===== src/rtl/led_matrix_scanner_pkg.sv =====
// Shared geometry, state encoding and all-dark constants for the 5x7 LED matrix scanner.
package led_matrix_scanner_pkg;

    localparam int DATA_WIDTH    = 35;
    localparam int COLUNE_SIZE   = 7;
    localparam int TOTAL_COLUNES = 5;
    localparam int COL_W         = $clog2(TOTAL_COLUNES);

    localparam logic [COLUNE_SIZE-1:0]   ROW_DARK = 7'h7F;
    localparam logic [TOTAL_COLUNES-1:0] COL_DARK = 5'b11111;

    typedef enum logic [1:0] {
        ST_IDLE  = 2'd0,
        ST_BLANK = 2'd1,
        ST_SHOW  = 2'd2
    } state_t;

    // Active-low one-hot select for a column index.
    function automatic logic [TOTAL_COLUNES-1:0] col_select_n(input logic [COL_W-1:0] col);
        return ~(TOTAL_COLUNES'(1) << col);
    endfunction

endpackage


===== src/rtl/led_matrix_scanner_dwell_timer.sv =====
// Down-counter that times one column's lit period; expire is high in the last lit cycle.
module led_matrix_scanner_dwell_timer #(
    parameter int DWELL_CYCLES = 50000
) (
    input  logic clk,
    input  logic reset,
    input  logic load,
    output logic expire
);

    localparam int CW = $clog2(DWELL_CYCLES + 1);

    logic [CW-1:0] count_reg;

    always_ff @(posedge clk) begin
        if (reset) begin
            count_reg <= '0;
        end else if (load) begin
            count_reg <= CW'(DWELL_CYCLES);
        end else if (count_reg != '0) begin
            count_reg <= count_reg - CW'(1);
        end
    end

    // Loaded on the BLANK cycle, so a count of one marks the final SHOW cycle.
    assign expire = (count_reg == CW'(1));

endmodule


===== src/rtl/led_matrix_scanner.sv =====
// Column-multiplexed 5x7 LED matrix driver with a double-buffered frame handshake.
module led_matrix_scanner
    import led_matrix_scanner_pkg::*;
#(
    parameter int DWELL_CYCLES = 50000
) (
    input  logic                     clk,
    input  logic                     reset,
    input  logic [DATA_WIDTH-1:0]    frame_in,
    input  logic                     frame_valid,
    output logic                     frame_ready,
    output logic [COLUNE_SIZE-1:0]   row_out,
    output logic [TOTAL_COLUNES-1:0] col_sel_n,
    output logic                     frame_done
);

    localparam logic [COL_W-1:0] LAST_COL = COL_W'(TOTAL_COLUNES - 1);

    state_t                   state_reg, state_next;
    logic [COL_W-1:0]         col_reg, col_next;
    logic [DATA_WIDTH-1:0]    shadow_reg, shadow_next;
    logic [DATA_WIDTH-1:0]    active_reg, active_next;
    logic                     shadow_full_reg, shadow_full_next;
    logic [COLUNE_SIZE-1:0]   row_out_reg, row_out_next;
    logic [TOTAL_COLUNES-1:0] col_sel_n_reg, col_sel_n_next;
    logic                     frame_done_reg, frame_done_next;
    logic                     dwell_expire;
    logic [COLUNE_SIZE-1:0]   col_rows [TOTAL_COLUNES];

    led_matrix_scanner_dwell_timer #(
        .DWELL_CYCLES(DWELL_CYCLES)
    ) dwell_timer (
        .clk   (clk),
        .reset (reset),
        .load  (state_reg == ST_BLANK),
        .expire(dwell_expire)
    );

    always_comb begin
        state_next       = state_reg;
        col_next         = col_reg;
        shadow_next      = shadow_reg;
        active_next      = active_reg;
        shadow_full_next = shadow_full_reg;
        frame_done_next  = 1'b0;

        // Accept needs an empty shadow and every swap needs a full one, so they never collide.
        if (frame_valid && !shadow_full_reg) begin
            shadow_next      = frame_in;
            shadow_full_next = 1'b1;
        end

        case (state_reg)
            ST_IDLE: begin
                if (shadow_full_reg) begin
                    active_next      = shadow_reg;
                    shadow_full_next = 1'b0;
                    col_next         = '0;
                    state_next       = ST_BLANK;
                end
            end
            ST_BLANK: state_next = ST_SHOW;
            ST_SHOW: begin
                if (dwell_expire) begin
                    state_next = ST_BLANK;
                    if (col_reg == LAST_COL) begin
                        col_next        = '0;
                        frame_done_next = 1'b1;
                        if (shadow_full_reg) begin
                            active_next      = shadow_reg;
                            shadow_full_next = 1'b0;
                        end
                    end else begin
                        col_next = col_reg + COL_W'(1);
                    end
                end
            end
            default: state_next = ST_IDLE;
        endcase
    end

    genvar gi;
    generate
        for (gi = 0; gi < TOTAL_COLUNES; gi++) begin : g_col
            assign col_rows[gi] = active_next[gi*COLUNE_SIZE +: COLUNE_SIZE];
        end
    endgenerate

    // Outputs are decoded from the next state so they register on the same edge as the state.
    always_comb begin
        row_out_next   = ROW_DARK;
        col_sel_n_next = COL_DARK;
        if (state_next == ST_SHOW) begin
            row_out_next   = col_rows[col_next];
            col_sel_n_next = col_select_n(col_next);
        end
    end

    always_ff @(posedge clk) begin
        if (reset) begin
            state_reg       <= ST_IDLE;
            col_reg         <= '0;
            shadow_reg      <= '1;
            active_reg      <= '1;
            shadow_full_reg <= 1'b0;
            row_out_reg     <= ROW_DARK;
            col_sel_n_reg   <= COL_DARK;
            frame_done_reg  <= 1'b0;
        end else begin
            state_reg       <= state_next;
            col_reg         <= col_next;
            shadow_reg      <= shadow_next;
            active_reg      <= active_next;
            shadow_full_reg <= shadow_full_next;
            row_out_reg     <= row_out_next;
            col_sel_n_reg   <= col_sel_n_next;
            frame_done_reg  <= frame_done_next;
        end
    end

    assign frame_ready = !shadow_full_reg;
    assign row_out     = row_out_reg;
    assign col_sel_n   = col_sel_n_reg;
    assign frame_done  = frame_done_reg;

endmodule


===== config.mk =====
export PLATFORM = sky130hd
export DESIGN_NAME = led_matrix_scanner
export DESIGN_NICKNAME = d
export VERILOG_FILES = /design/src/rtl/led_matrix_scanner_pkg.sv /design/src/rtl/led_matrix_scanner_dwell_timer.sv /design/src/rtl/led_matrix_scanner.sv
export SDC_FILE = /design/constraint.sdc
export NUM_CORES = 1
export LEC_CHECK = 0
export BUFFER_PORTS_ARGS = -buffer_cell sky130_fd_sc_hd__buf_2
export CAP_MARGIN = 40
export CORE_MARGIN = 2
export CORE_UTILIZATION = 51
export CTS_CLUSTER_SIZE = 25
export DETAILED_ROUTE_END_ITERATION = 8
export GPL_TIMING_DRIVEN = 0
export PLACE_DENSITY = 0.71
export SKIP_CTS_REPAIR_TIMING = 1
export SLEW_MARGIN = 25
export SYNTH_ARGS = -nofsm -noshare
export SYNTH_HDL_FRONTEND = slang
export SYNTH_SLANG_ARGS = --single-unit

===== constraint.sdc =====
create_clock -name clk -period 6.55 [get_ports clk]
set_input_delay 0.655 -clock clk [delete_from_list [all_inputs] [get_ports clk]]
set_output_delay 0.655 -clock clk [all_outputs]
set_load 0.02 [all_outputs]

# Word level (Yosys, flattened, before mapping)
# Index checks and enable logic that the tools add are counted.
totals:
  regBits: 105
  in_bits: 38
  out_inout_bits: 14
  elab_cells: 54
op_classes:
  n_addsub: 2
  order_cmp: 1
  n_eq_ne: 5
  n_shift: 1
  mux: 22
  bitwise_logic: 5
  n_reduce_logical: 8
op_table:
  columns: ["op", "n"]
  rows:
  - ["$mux 35", 3]
  - ["$pmux 35 s2", 1]
  - ["$mux 16", 2]
  - ["$bmux 7 s3", 1]
  - ["$eq 16x1->1 const B", 1]
  - ["$reduce_bool 16->1", 1]
  - ["$sub 16x1->16 const B", 1]
  - ["$mux 7", 2]
  - ["$mux 3", 3]
  - ["$pmux 2 s3", 1]
  - ["$pmux 3 s2", 1]
  - ["$mux 1", 5]
  - ["$not 5->5", 1]
  - ["$shl 1x3->5 const A", 1]
  - ["$eq 2x2->1 const B", 2]
  - ["$ge 4x4->1 const B", 1]
  - ["$mux 2", 2]
  - ["$not 3->4", 1]
  - ["$reduce_or 2->1", 2]
  - ["$add 3x1->3 const B", 1]
  - ["$eq 3x3->1 const B", 1]
  - ["$not 1->1", 3]
  - ["$reduce_or 3->1", 1]
  - ["$eq 2x1->1 const B", 1]
  - ["5 further kinds", 5]

# Depth between registers and ports, before layout
logic_depth:
  word_depth: 8
  ltp_mapped: 10
  mapped_depth_nobuf: 8

# By module
# From an unflattened synthesis, not the netlist that was laid out.
unflattened:
  hier_cells: 455
  area_unflattened_um2: 4639.4
modules_own_cells:
  columns: ["mod", "instances", "cells_each", "area_each_um2", "seq_area_each_um2"]
  rows:
  - ["led_matrix_scanner", 1, 345, 3728.6, 1781.7]
  - ["led_matrix_scanner_dwell_timer", 1, 110, 910.9, 320.3]

# Worst setup path before layout
# No wires, ideal clock.
synth_path:
  path_kind: "flip-flop to flip-flop"
  from: "reg dwell_timer.count_reg[1]"
  to: "reg row_out_reg[5], in the netlist row_out[5]"
  setup_time_ns: 0.122
  arrival_time_ns: 2.178
  t_required_ns: 6.428
  setup_slack_ns: 4.250
  stages_incl_launch_ff: 11
  path_buffers: 2
  period_less_slack_ns: 2.300
  path_cell_list: "dfxtp_1 inv_1 ha_1 nor4b_4 and4_4 a21o_1 buf_2 buf_4 mux2i_1 o221ai_1 o32a_1"
synth_between:
  elab_chain_cells: 7
  elab_cells_between_ends: 14
  classes_between: "eq/ne: 2; mux: 9; bitwise: 2; reduce/logical: 1"
synth_rtl:
  columns: ["element", "line_no", "rtl"]
  rows:
  - ["start, declared", "led_matrix_scanner_dwell_timer.sv:13", "logic [CW-1:0] count_reg;"]
  - ["start signal, assigned", "led_matrix_scanner_dwell_timer.sv:19", "count_reg <= CW'(DWELL_CYCLES);"]
  - ["start signal, assigned", "led_matrix_scanner_dwell_timer.sv:21", "count_reg <= count_reg - CW'(1);"]
  - ["$eq 16x1->1 (*)", "led_matrix_scanner_dwell_timer.sv:26", "assign expire = (count_reg == CW'(1));"]
  - ["$mux 3", "led_matrix_scanner.sv:64", "if (dwell_expire) begin"]
  - ["$pmux 3 s2", "led_matrix_scanner.sv:53", "case (state_reg)"]
  - ["$not 3->4 (not written as such)", "led_matrix_scanner.sv:94", "row_out_next = col_rows[col_next];"]
  - ["$bmux 7 s3", "led_matrix_scanner.sv:94", null]
  - ["$mux 7 (not written as such) (2 in series)", "led_matrix_scanner.sv:94", null]
  - ["end signal, assigned", "led_matrix_scanner.sv:115", "row_out_reg <= row_out_next;"]
  - ["end, declared", "led_matrix_scanner.sv:24", "logic [COLUNE_SIZE-1:0] row_out_reg, row_out_next;"]
# Every way passes the cells marked *; elsewhere a longest branch is shown, timed or not. The select of a mux whose other input is x is not followed.
# A chain may end at the register's enable or synchronous reset.

# Worst setup path after layout
layout_path:
  from: "reg dwell_timer.count_reg[0]"
  to: "reg row_out_reg[1], in the netlist row_out[1]"
# Same word-level chain as after synthesis.

==> results.sh <==
export IMPL_outcome="completed"
export IMPL_arrival_ns=3.12
export IMPL_postPlaceCellArea_um2=4960
export IMPL_min_path_cells=2
export IMPL_pwr_share_seq_pct=47.4
export IMPL_crit_required_ns=6.82
export IMPL_endpoint_kind="register"
export IMPL_setup_slack_ns=3.69
export IMPL_synth_cell_type_count=49
export IMPL_drtIter0Drc=352
export IMPL_wl_um=10900
export IMPL_synthMostInstantiatedCell="dfxtp_1"
export IMPL_path_buf_inv=2
export IMPL_portBuffers=51
export IMPL_netlist_instances=492
export IMPL_die_area_um2=9730
export IMPL_yosysTopAreaCell="dfxtp_1"
export IMPL_coreArea_um2=8720
export IMPL_drv_slew=0
export IMPL_grt_pass1_wl_um=18000
export IMPL_yosysWarnings=0
export IMPL_setup_viol=0
export IMPL_power_switching_w=0.000611
export IMPL_num_antenna_cells=0
export IMPL_ir_drop_mv=0.151
export IMPL_min_to="shadow_reg[8]$_SDFFE_PP1P_"
export IMPL_row_count=34
export IMPL_netSwitchingFraction_pct=35.9
export IMPL_antenna_left=0
export IMPL_synthArstFlopShare_pct=0
export IMPL_hpwl_um=7990
export IMPL_crit_type="register to register"
export IMPL_synth_top_cell_area_share_pct=46.0
export IMPL_layout_nets=598
export IMPL_path_cells="ha_1 > nor4b_4 > and4_4 > a21o_1 > buf_2 > buf_4 > mux2i_1 > o221ai_1 > o32a_1"
export IMPL_cts_path_max_buffers=2
export IMPL_fin_crit_ns=2.86
export IMPL_areaGrowthSynthToFinish_pct=12.8
export IMPL_synth_edff_count=0
export IMPL_r2r_cells=9
export IMPL_drt_pass1_iter_count=5
export IMPL_synth_nets=535
export IMPL_dp_cells=651
export IMPL_fill_cells=798
export IMPL_rr_startpoint="dwell_timer.count_reg[0]$_SDFFE_PP0P_"
export IMPL_rsz0062_at_grt="false"
export IMPL_grt_pass1_vias=3595
export IMPL_cts_tree="done"
export IMPL_die_h_um=98.7
export IMPL_synth_common_cells="105 x dfxtp_1, 42 x nand2_1, 37 x nor2b_1"
export IMPL_tightest_slew_ns=0.775
export IMPL_grt_max_degree=20
export IMPL_reg2reg_to="row_out[1]$_SDFF_PP1_"
export IMPL_crit_family="compound AO/OA/AOI/OAI gates"
export IMPL_yosys_top_cells_area="dfxtp_1 46%, a211o_1 6.7%, nor2b_1 5.1%"
export IMPL_initial_core_util_pct=52.4
export IMPL_slew_headroom_pct=48.0
export IMPL_pwr_share_comb_pct=30.0
export IMPL_clock_sinks=105
export IMPL_place_ws_ns=3.75
export IMPL_syn_area_um2=4570
export IMPL_synth_seq_cells=105
export IMPL_multiInputGateArea_um2=2290
export IMPL_ctsHtreeMaxLevel=3
export IMPL_design_area_um2=5150
export IMPL_regArea_um2=2100
export IMPL_track_usage_pct=23.1
export IMPL_cts_root_buf="clkbuf_8"
export IMPL_critPathMaxFanout=10
export IMPL_antenna_found_initial=0
export IMPL_vias_per_cell=5.70
export IMPL_wl_per_cell_um=16.3
export IMPL_clock_power_share_pct=22.6
export IMPL_rrSetupSlack_ns=3.69
export IMPL_finalHoldViolations=0
export IMPL_path_clk_slew_ns=0.11
export IMPL_tns_ns=0
export IMPL_syn_avg_cell_area_um2=9.29
export IMPL_min_delay_start="frame_in[8]"
export IMPL_finalCritPeriodShare_pct=43.6
export IMPL_overflow=0
export IMPL_ioPinCount=52
export IMPL_cpPeakStageDelay_ns=0.43
export IMPL_leakage_nw=1.94
export IMPL_cap_violations=0
export IMPL_max_freq_mhz=350
export IMPL_drcViolationCount=0
export IMPL_synth_main_ff_cell="dfxtp_1"
export IMPL_final_cells=668
export IMPL_clk_latency_ns=0.37
export IMPL_die_x_um=98.7
export IMPL_hp_class="input port to register"
export IMPL_vias=3805
export IMPL_clock_skew_ns=0.0132
export IMPL_cts_buffers=9
export IMPL_crit_slowest_cell="dfxtp_1"
export IMPL_globalplace_congestion=0.903
export IMPL_pwr_density_cell_nw_per_um2=330
export IMPL_cp_start_kind="register"
export IMPL_synth_seq_area_share_pct=46.0
export IMPL_layout_drive_gt1_share_pct=15.7
export IMPL_p_int_w=0.00109
-- cell type report --
cell class              count  share of cell area [%]
repair buffers             52                    5.05
well taps                 108                    2.62
plain buffers              32                    2.84
inverters                   7                   0.510
flip-flops and latches    105                    40.8
multi-input cells         348                    44.5
clock buffers              10                    2.48
clock inverters             6                    1.19
-- worst max-delay path by stage --
stage	endpoint	startpoint	cells after the start
detailed placement	row_out[1]$_SDFF_PP1_	shadow_full_reg$_SDFF_PP0_	7
CTS	row_out[1]$_SDFF_PP1_	shadow_full_reg$_SDFF_PP0_	7
global route	row_out[1]$_SDFF_PP1_	dwell_timer.count_reg[0]$_SDFFE_PP0P_	9
global placement	row_out[1]$_SDFF_PP1_	dwell_timer.count_reg[0]$_SDFFE_PP0P_	9
floorplan	row_out[5]$_SDFF_PP1_	dwell_timer.count_reg[1]$_SDFFE_PP0P_	10
finish	row_out[1]$_SDFF_PP1_	dwell_timer.count_reg[0]$_SDFFE_PP0P_	9
-- layer usage --
layer	vias to the layer above	part of all wire [%]	global-route usage, %
met1	1770	48	32.9
met3	17	6.4	4.33
met2	157	44	35.8
li1	1861	-	-
met4	0	1.7	7.27
met5	-	0	0
-- kinds of logic (layout without fill, tap and decap cells) --
group	count (synthesis)	in the layout	synth area share, %
and+or+nand+nor	197	197	24.0
AOI/OAI and AO/OA	113	113	17.6
DFF	105	105	46.0
buffers and inverters	39	107	3.78
muxes	22	22	5.09
xor gates and xnor gates	11	11	2.11
adders and majority gates	5	5	1.37
-- per-stage QoR --
step | total power (W) | util [%] | hold slack, ns
floorplan | 0.00120 | - | 0.442
global placement | 0.00130 | 56.9 | 0.454
detailed placement | 0.00132 | 56.9 | 0.466
CTS | 0.00171 | 59.0 | 0.466
global route | 0.00181 | 59.1 | 0.464
finish | 0.00170 | 59.1 | 0.473
-- power groups by stage --
| stage | sequential (W) | combinational (W) | clock (W) |
|---|---|---|---|
| after CTS | 0.000806 | 0.000507 | 0.000393 |
| final | 0.000807 | 0.000512 | 0.000384 |
| after global routing | 0.000819 | 0.000568 | 0.000420 |
| after detailed placement | 0.000820 | 0.000503 | 0 |
| after floorplan | 0.000804 | 0.000395 | 0 |
| after global placement | 0.000816 | 0.000485 | 0 |
-- cell usage in the layout (no fill, tap or decap), types with 6 or more instances in the layout --
cell type,synthesis,final
dfxtp_1,105,105
a21oi_1,25,25
or3_1,11,11
a31oi_1,7,7
nor2b_1,37,37
nand2b_1,35,35
clkbuf_8,0,9
o22ai_1,7,7
nand2_1,42,42
nor2_1,34,34
a211o_1,35,35
inv_1,7,7
nor4_1,6,6
o21ai_0,17,17
xnor2_1,6,6
clkbuf_1,23,24
o221ai_1,7,7
buf_2,3,54
mux2i_1,21,21
o32a_1,7,7
Note: power is estimated with default switching activity, not from simulation.
